==> src/rtl/data_mem_arbiter_if.sv <==
// data_mem_arbiter_if -- bundle of the pipeline, debug and data-memory signals
// around the data memory arbiter.
//   slave  : arbiter side (takes requests and M_RD, drives grants and memory controls)
//   master : environment side (pipeline, debug port and memory model)
// Pipeline: P_Req, P_WE, P_A, P_WD -> P_RD, P_Stall
// Debug   : D_Valid, D_WE, D_A, D_WD -> D_Ready, D_RD, D_RDValid
// Memory  : M_A, M_WD, M_WE -> M_RD (combinational read)
interface data_mem_arbiter_if #(
    parameter int unsigned ADDR_WIDTH = 32,
    parameter int unsigned DATA_WIDTH = 32
);
    logic                  P_Req;
    logic                  P_WE;
    logic [ADDR_WIDTH-1:0] P_A;
    logic [DATA_WIDTH-1:0] P_WD;
    logic [DATA_WIDTH-1:0] P_RD;
    logic                  P_Stall;

    logic                  D_Valid;
    logic                  D_WE;
    logic [ADDR_WIDTH-1:0] D_A;
    logic [DATA_WIDTH-1:0] D_WD;
    logic                  D_Ready;
    logic [DATA_WIDTH-1:0] D_RD;
    logic                  D_RDValid;

    logic [ADDR_WIDTH-1:0] M_A;
    logic [DATA_WIDTH-1:0] M_WD;
    logic                  M_WE;
    logic [DATA_WIDTH-1:0] M_RD;

    modport slave (
        input  P_Req, P_WE, P_A, P_WD, D_Valid, D_WE, D_A, D_WD, M_RD,
        output P_RD, P_Stall, D_Ready, D_RD, D_RDValid, M_A, M_WD, M_WE
    );

    modport master (
        output P_Req, P_WE, P_A, P_WD, D_Valid, D_WE, D_A, D_WD, M_RD,
        input  P_RD, P_Stall, D_Ready, D_RD, D_RDValid, M_A, M_WD, M_WE
    );
endinterface

==> src/rtl/data_mem_arbiter.sv <==
// data_mem_arbiter -- shares one data memory port between the pipeline memory
// stage and a debug/loader port. Pipeline wins by default; debug is served when
// the pipeline is idle. A debug read returns its data one cycle after transfer.
// Optional macro STARVE_TIMER_EN adds a wait counter that forces a single debug
// grant once debug has waited MAX_WAIT cycles.
// Ports:
//   CLK : clock, rising edge
//   RST : asynchronous active-low reset
//   bus : data_mem_arbiter_if.slave (pipeline, debug and memory signals)
module data_mem_arbiter #(
    parameter int unsigned ADDR_WIDTH = 32,
    parameter int unsigned DATA_WIDTH = 32,
    parameter int unsigned MAX_WAIT   = 8,
    parameter int unsigned CNT_WIDTH  = 4
) (
    input  logic                 CLK,
    input  logic                 RST,
    data_mem_arbiter_if.slave    bus
);
    localparam logic [1:0] IDLE = 2'd0;
    localparam logic [1:0] PIPE = 2'd1;
    localparam logic [1:0] DBG  = 2'd2;

    // Counter must be able to hold MAX_WAIT
    if (CNT_WIDTH < $clog2(MAX_WAIT + 1)) begin : g_cnt_width_check
        $error("CNT_WIDTH too narrow for MAX_WAIT");
    end

    logic [1:0]            state;
    logic [1:0]            state_nxt;
    logic                  pipe_gnt;
    logic                  dbg_gnt;
    logic                  force_gnt;
    logic [ADDR_WIDTH-1:0] m_a_c;
    logic [DATA_WIDTH-1:0] m_wd_c;
    logic                  m_we_c;
    logic [DATA_WIDTH-1:0] d_rd_q;
    logic                  last_rd_q;

`ifdef STARVE_TIMER_EN
    localparam logic [CNT_WIDTH-1:0] WAIT_LIMIT = CNT_WIDTH'(MAX_WAIT);

    logic [CNT_WIDTH-1:0] wait_cnt;
    logic                 forced_q;

    // Force only after a full wait, and never twice in a row
    always_comb begin
        force_gnt = bus.D_Valid && (wait_cnt >= WAIT_LIMIT) && !((state == DBG) && forced_q);
    end

    // Starvation counter: counts refused cycles, cleared on transfer or withdrawal
    always_ff @(posedge CLK or negedge RST) begin
        if (!RST) begin
            wait_cnt <= '0;
            forced_q <= 1'b0;
        end else begin
            forced_q <= dbg_gnt && force_gnt;
            if (!bus.D_Valid || dbg_gnt) begin
                wait_cnt <= '0;
            end else if (wait_cnt < WAIT_LIMIT) begin
                wait_cnt <= wait_cnt + CNT_WIDTH'(1);
            end
        end
    end
`else
    always_comb begin
        force_gnt = 1'b0;
    end
`endif

    // State register: remembers last cycle's grant
    always_ff @(posedge CLK or negedge RST) begin
        if (!RST) begin
            state <= IDLE;
        end else begin
            state <= state_nxt;
        end
    end

    // Grant decision, memory mux and handshake outputs; nothing granted in reset
    always_comb begin
        state_nxt   = IDLE;
        pipe_gnt    = 1'b0;
        dbg_gnt     = 1'b0;
        m_a_c       = '0;
        m_wd_c      = '0;
        m_we_c      = 1'b0;
        bus.D_Ready = 1'b0;
        bus.P_Stall = 1'b0;
        if (RST) begin
            if (bus.P_Req && !force_gnt) begin
                pipe_gnt  = 1'b1;
                state_nxt = PIPE;
                m_a_c     = bus.P_A;
                m_wd_c    = bus.P_WD;
                m_we_c    = bus.P_WE;
            end else if (bus.D_Valid) begin
                dbg_gnt     = 1'b1;
                state_nxt   = DBG;
                m_a_c       = bus.D_A;
                m_wd_c      = bus.D_WD;
                m_we_c      = bus.D_WE;
                bus.D_Ready = 1'b1;
                bus.P_Stall = bus.P_Req;
            end
        end
    end

    // Debug read capture; the valid pulse is the cycle after a debug read grant
    always_ff @(posedge CLK or negedge RST) begin
        if (!RST) begin
            d_rd_q    <= '0;
            last_rd_q <= 1'b0;
        end else begin
            last_rd_q <= dbg_gnt && !bus.D_WE;
            if (dbg_gnt && !bus.D_WE) begin
                d_rd_q <= bus.M_RD;
            end
        end
    end

    assign bus.M_A       = m_a_c;
    assign bus.M_WD      = m_wd_c;
    assign bus.M_WE      = m_we_c;
    assign bus.P_RD      = bus.M_RD;
    assign bus.D_RD      = d_rd_q;
    assign bus.D_RDValid = (state == DBG) && last_rd_q;

endmodule

==> src/flat_wrapper.sv <==
// flat-port wrapper written by rule: the top's interface ports become plain ports
module data_mem_arbiter_flat 
#(
    parameter int unsigned ADDR_WIDTH = 32,
    parameter int unsigned DATA_WIDTH = 32,
    parameter int unsigned MAX_WAIT   = 8,
    parameter int unsigned CNT_WIDTH  = 4
)
  (CLK, RST, bus_P_Req, bus_P_WE, bus_P_A, bus_P_WD, bus_D_Valid, bus_D_WE, bus_D_A, bus_D_WD, bus_M_RD, bus_P_RD, bus_P_Stall, bus_D_Ready, bus_D_RD, bus_D_RDValid, bus_M_A, bus_M_WD, bus_M_WE);
  data_mem_arbiter_if #(.ADDR_WIDTH(ADDR_WIDTH), .DATA_WIDTH(DATA_WIDTH)) bus_i ();
  input  logic CLK;
  input  logic RST;
  input wire logic [$bits(bus_i.P_Req)-1:0] bus_P_Req;
  input wire logic [$bits(bus_i.P_WE)-1:0] bus_P_WE;
  input wire logic [$bits(bus_i.P_A)-1:0] bus_P_A;
  input wire logic [$bits(bus_i.P_WD)-1:0] bus_P_WD;
  input wire logic [$bits(bus_i.D_Valid)-1:0] bus_D_Valid;
  input wire logic [$bits(bus_i.D_WE)-1:0] bus_D_WE;
  input wire logic [$bits(bus_i.D_A)-1:0] bus_D_A;
  input wire logic [$bits(bus_i.D_WD)-1:0] bus_D_WD;
  input wire logic [$bits(bus_i.M_RD)-1:0] bus_M_RD;
  output wire logic [$bits(bus_i.P_RD)-1:0] bus_P_RD;
  output wire logic [$bits(bus_i.P_Stall)-1:0] bus_P_Stall;
  output wire logic [$bits(bus_i.D_Ready)-1:0] bus_D_Ready;
  output wire logic [$bits(bus_i.D_RD)-1:0] bus_D_RD;
  output wire logic [$bits(bus_i.D_RDValid)-1:0] bus_D_RDValid;
  output wire logic [$bits(bus_i.M_A)-1:0] bus_M_A;
  output wire logic [$bits(bus_i.M_WD)-1:0] bus_M_WD;
  output wire logic [$bits(bus_i.M_WE)-1:0] bus_M_WE;
  assign bus_i.P_Req = bus_P_Req;
  assign bus_i.P_WE = bus_P_WE;
  assign bus_i.P_A = bus_P_A;
  assign bus_i.P_WD = bus_P_WD;
  assign bus_i.D_Valid = bus_D_Valid;
  assign bus_i.D_WE = bus_D_WE;
  assign bus_i.D_A = bus_D_A;
  assign bus_i.D_WD = bus_D_WD;
  assign bus_i.M_RD = bus_M_RD;
  assign bus_P_RD = bus_i.P_RD;
  assign bus_P_Stall = bus_i.P_Stall;
  assign bus_D_Ready = bus_i.D_Ready;
  assign bus_D_RD = bus_i.D_RD;
  assign bus_D_RDValid = bus_i.D_RDValid;
  assign bus_M_A = bus_i.M_A;
  assign bus_M_WD = bus_i.M_WD;
  assign bus_M_WE = bus_i.M_WE;
  data_mem_arbiter #(.ADDR_WIDTH(ADDR_WIDTH), .DATA_WIDTH(DATA_WIDTH), .MAX_WAIT(MAX_WAIT), .CNT_WIDTH(CNT_WIDTH)) u_core (.CLK(CLK), .RST(RST), .bus(bus_i));
endmodule
==> config.mk <==
export PLATFORM = sky130hd
export DESIGN_NAME = data_mem_arbiter_flat
export DESIGN_NICKNAME = d
export VERILOG_FILES = /design/src/rtl/data_mem_arbiter_if.sv /design/src/rtl/data_mem_arbiter.sv /design/src/flat_wrapper.sv
export SDC_FILE = /design/constraint.sdc
export NUM_CORES = 1
export LEC_CHECK = 0
export ABC_AREA = 0
export CAP_MARGIN = 0
export CORE_ASPECT_RATIO = 1.1
export CORE_MARGIN = 10
export CORE_UTILIZATION = 30
export DETAILED_ROUTE_END_ITERATION = 8
export GPL_TIMING_DRIVEN = 0
export HOLD_SLACK_MARGIN = 0.12
export PLACE_DENSITY = 0.91
export REMOVE_ABC_BUFFERS = 1
export SYNTH_ARGS = -nofsm -noshare
export SYNTH_HDL_FRONTEND = slang
export SYNTH_SLANG_ARGS = --single-unit
==> constraint.sdc <==
create_clock -name CLK -period 1.23 [get_ports CLK]
set_input_delay 0.1845 -clock CLK [delete_from_list [all_inputs] [get_ports CLK]]
set_output_delay 0.1845 -clock CLK [all_outputs]
set_load 0.01 [all_outputs]
* After elaboration in Yosys (flattened, before gate mapping)
Cells that the tools add are included.
** Word-level totals
- Register bits :: 35
- Bits in latches :: 0
- Bits in writable memories :: 0
- Memory bits (read-only) :: 0
- Bits of input ports :: 166
- Output and inout bits :: 132
- Word-level logic and storage cells :: 22
- Memories kept :: 0
** Operators by class
- Add/sub/neg operators :: 0
- Multiply operators :: 0
- Divide/modulo/power cells :: 0
- Order comparisons :: 0
- Equality and inequality tests :: 1
- Shift operators :: 0
- Mux-type cells :: 15
- Bitwise logic cells :: 0
- Reduce and logical (&&, ||, !) cells :: 3
** Operators by type and width (count)
- two-way mux 32 bit :: 6
- two-way mux 1 bit :: 6
- two-way mux 2 bit :: 3
- equality test 2 bit, second input constant :: 1
- logical AND 1 bit :: 2
- logical NOT 1 bit :: 1

* Depth between registers and ports, before layout
- Depth in word-level cells :: 4
- Depth in mapped cells :: 4
- Depth with buffers taken out :: 2

* Least setup slack after synthesis
OpenSTA, ideal clock, no wires.
- Path type :: input to output
- From :: input bus_D_Valid
- To :: output bus_M_A[0]
- Data arrival time :: 1.024 ns
- Required time :: 1.046 ns
- Path slack :: 0.021 ns
- Stages on the path :: 4
- Buffers on the path :: 2
- Cells stage by stage :: buf_2 buf_1 nand3b_1 a21boi_0
** On the way
- Cells in the longest elaborated chain, start to end :: 3
** RTL lines
- start, declared :: RTL line flat_wrapper.sv:17 : input wire logic [$bits(bus_i.D_Valid)-1:0] bus_D_Valid;
- two-way mux 32 bit :: RTL line data_mem_arbiter.sv:97 : end else if (bus.D_Valid) begin
- two-way mux 32 bit :: RTL line data_mem_arbiter.sv:91 : if (bus.P_Req && !force_gnt) begin
- two-way mux 32 bit :: RTL line data_mem_arbiter.sv:90 : if (RST) begin
- end, declared :: RTL line flat_wrapper.sv:27 : output wire logic [$bits(bus_i.M_A)-1:0] bus_M_A;
No other way between the ends.

* Worst setup path after layout
- From :: input bus_D_WE
- To :: register u_core.d_rd_q[2] (netlist: u_core.bus.D_RD[2])
** On the way
- Cells in the longest elaborated chain, start to end :: 2
** RTL lines
- start, declared :: RTL line flat_wrapper.sv:18 : input wire logic [$bits(bus_i.D_WE)-1:0] bus_D_WE;
- logical NOT 1 bit :: RTL line data_mem_arbiter.sv:116 : if (dbg_gnt && !bus.D_WE) begin
- logical AND 1 bit :: RTL line data_mem_arbiter.sv:116
- end signal, assigned :: RTL line data_mem_arbiter.sv:117 : d_rd_q <= bus.M_RD;
- end, declared :: RTL line data_mem_arbiter.sv:37 : logic [DATA_WIDTH-1:0] d_rd_q;
No other way between the ends.
A chain may end at the register's enable or synchronous reset.

==> metrics.md <==
| Metric | Value |
|---|---|
| # IOs | `around 300` |
| Synthesis Warnings | `0` |
| H-tree depth | `2` |
| Die area | `0.0144 mm²` |
| Tot Pwr | `approximately 4.5 mW` |
| Unrepaired setup endpoints after global routing | `true` |
| Die Wd | `116 µm` |
| Max-Cap Viols | `0` |
| Violated checks | `negative hold slack` |
| Status | `finished, violations left` |
| Worst setup SP type | `input pin` |
| DRT iter0 DRCs | `~250` |
| Num Clock Sinks | `35` |
| Tightest Hold Check Type | `input pin to asynchronous set/reset pin` |
| Largest net degree at the start of global routing | `68` |
| First-pass GRT wire length | `22.4 mm` |
| Area contributors post-synth | `dfrtp_1 29%, nand3b_1 16%, a21boi_0 16%` |
| Fmax | `about 0.82 GHz` |
| CTS root buf | `clkbuf_8` |
| Share of cells above drive strength 1 | `21.1%` |
| Vias in the first global route | `3583` |
| Post-synth top cells | `66 x nand2_1, 65 x nand3b_1, 63 x a21boi_0, 35 x dfrtp_1, 33 x buf_4` |
| P_leak | `between 3 and 4 nW` |
| Starting density of the core | `30.6%` |
| GPL Wtd Cong | `approximately 0.80` |
| Synthesized flop and latch total | `35` |
| Layout Nets | `745` |
| Initial antenna violation count | `0` |
| Synth top area share | `29.1%` |
| Drt total wl | `15.5 mm` |
| Clock Skews | `0 ns` |
| Post-synthesis cell area | `0.00301 mm²` |
| Total track usage | `19.7%` |
| Worst-path fanout max | `12` |
| Period utilisation layout | `98.6%` |
| Worst hold slack | `-0.116 ns` |
| CTS tree | `built` |
| Yosys cell types | `17` |
| DR DRC count | `0` |
| Dpl hpwl | `10.9 mm` |
| Congestion Overflow GR | `0` |
| WL/cell | `around 22 µm` |
| Critical Path Sink Type | `flip-flop` |
| Cell taking the most area after synthesis | `dfrtp_1` |
| Main flop type after synthesis | `dfrtp_1` |
| CTS Buf Count | `5` |
| Setup TNS Final | `0 ns` |
| Worst VDD drop | `0.981 mV` |
| # rows | `38` |
| Layout area overhead | `92.8%` |
| WS Path Type | `input pin to flip-flop` |
| Filler cells | `835` |
| Power Dens Cells | `781 mW/mm²` |
| IO Port Bufs | `296` |
| Antenna diodes | `0` |
| Post-route ant nets | `0` |
| Via density per instance | `about 4.9` |
| Clk slew on worst S/H paths | `about 0.070 ns` |
| Clk_lat worst skew | `0.29 ns` |
| Sequential share of the synthesized area | `between 20% and 30%` |
| Post-synth EDFFs | `0` |
| Cells after Synth | `approximately 330` |
| Mean Syn Cell Area | `9.04 µm²` |
| Hold Fails Final Rpt | `35` |
| Max Root-Sink Buffers | `2` |
| Die span in y | `125 µm` |
| TritonRoute pass-1 iters | `4` |
| Via count | `3395` |
| CORE AREA | `0.00984 mm²` |
| Final setup violation count | `0` |
| Tmin final | `1.21 ns` |
| Max Slew Vio Count | `0` |
| Final worst slack | `0.0170 ns` |
| Worst slack at placement | `-1.11 ns` |
| Data arrival time of the worst path | `between 1 and 1.5 ns` |
| Req. time, crit path | `1.40 ns` |
| Most frequent cell after synthesis | `nand2_1` |
| Synth async-reset ratio | `100%` |
flip-flops by register name, indices dropped and copies added, names as in the netlist:
signal	cells
u_core.last_rd_q	1
u_core.state	2
u_core.bus.D_RD	32
final timing paths:
kind                                startpoint                   to  slack [ns]  depth (start not counted)
hold / removal                             RST  u_core.bus.D_RD[29]       -0.12                          1
min in group CLK                     bus_P_Req      u_core.state[0]        0.29                          2
hold reg to reg             u_core.bus.D_RD[6]   u_core.bus.D_RD[6]        0.50                          1
setup reg to reg           u_core.bus.D_RD[13]  u_core.bus.D_RD[13]        0.39                          1
max in group asynchronous                  RST  u_core.bus.D_RD[28]        1.14                          1
setup / recovery                      bus_D_WE   u_core.bus.D_RD[2]        0.02                          4
critical path, stage by stage:
cell	delay [ns]
dlygate4sd2_1	0.24
and4bb_4	0.46
buf_16	0.19
mux2_4	0.30
metrics by stage:
stage | instances | instance area (µm²) | util [%]
after detailed placement | 686 | 5750 | 58.4
after global placement | 684 | 5720 | 58.1
final | 699 | 5800 | 59.0
after CTS | 699 | 5660 | 57.5
after global routing | 699 | 5800 | 59.0
after floorplan | 268 | 2600 | -
power breakdown:
part	leakage (nW)	switching [mW]	internal, mW
logic	2.56	0.858	1.29
registers	0.424	0.144	1.39
clock network	0.0470	0.411	0.439
cell families after synthesis:
group | count (synthesis) | share of synthesized area [%]
simple gates | 135 | 25.5
compound gates | 65 | 16.2
buf+inv | 65 | 13.5
flops | 35 | 29.1
mux | 32 | 15.6
other cells | 1 | 0.125
final cells by class:
cell class	instances	area, µm²	share of cell area [%]
timing repair buffer	304	2930	50.5
multi-input combinational	233	1760	30.4
sequential	35	876	15.1
tap	120	150	2.59
clock buffer	6	82.6	1.42
clock inverter	1	5.00	0.0862
timing repair:
action / 4_1_cts / 5_1_grt
cloned: 5 / 0
endpoints found under the setup margin: 164 / 69
resized for setup: 431 / 89
buffers inserted: 1 / 0
pin swaps: 10 / 40
endpoints found under the hold margin: 35 / 35
placed cells by master (no fill, tap or decap), drive strengths merged:
master and instances:
nor2 1, nand2 66, dlygate4sd2 70, nand3b 65, bufbuf 1, mux2 32, and3b 1, and2 1
and4bb 1, clkdlybuf4s50 110, clkbuf 6, dfrtp 35, conb 1, buf 76, a21boi 65, dlymetal6s2s 47
clkinv 1
layer usage:
layer / track usage [%] / part of all wire [%]
met1: 21.3 / 37
met2: 35.0 / 51
met3: 7.46 / 11
met4: 4.78 / 1.5
met5: 0 / 0
Power figures use the tool's default switching activity.
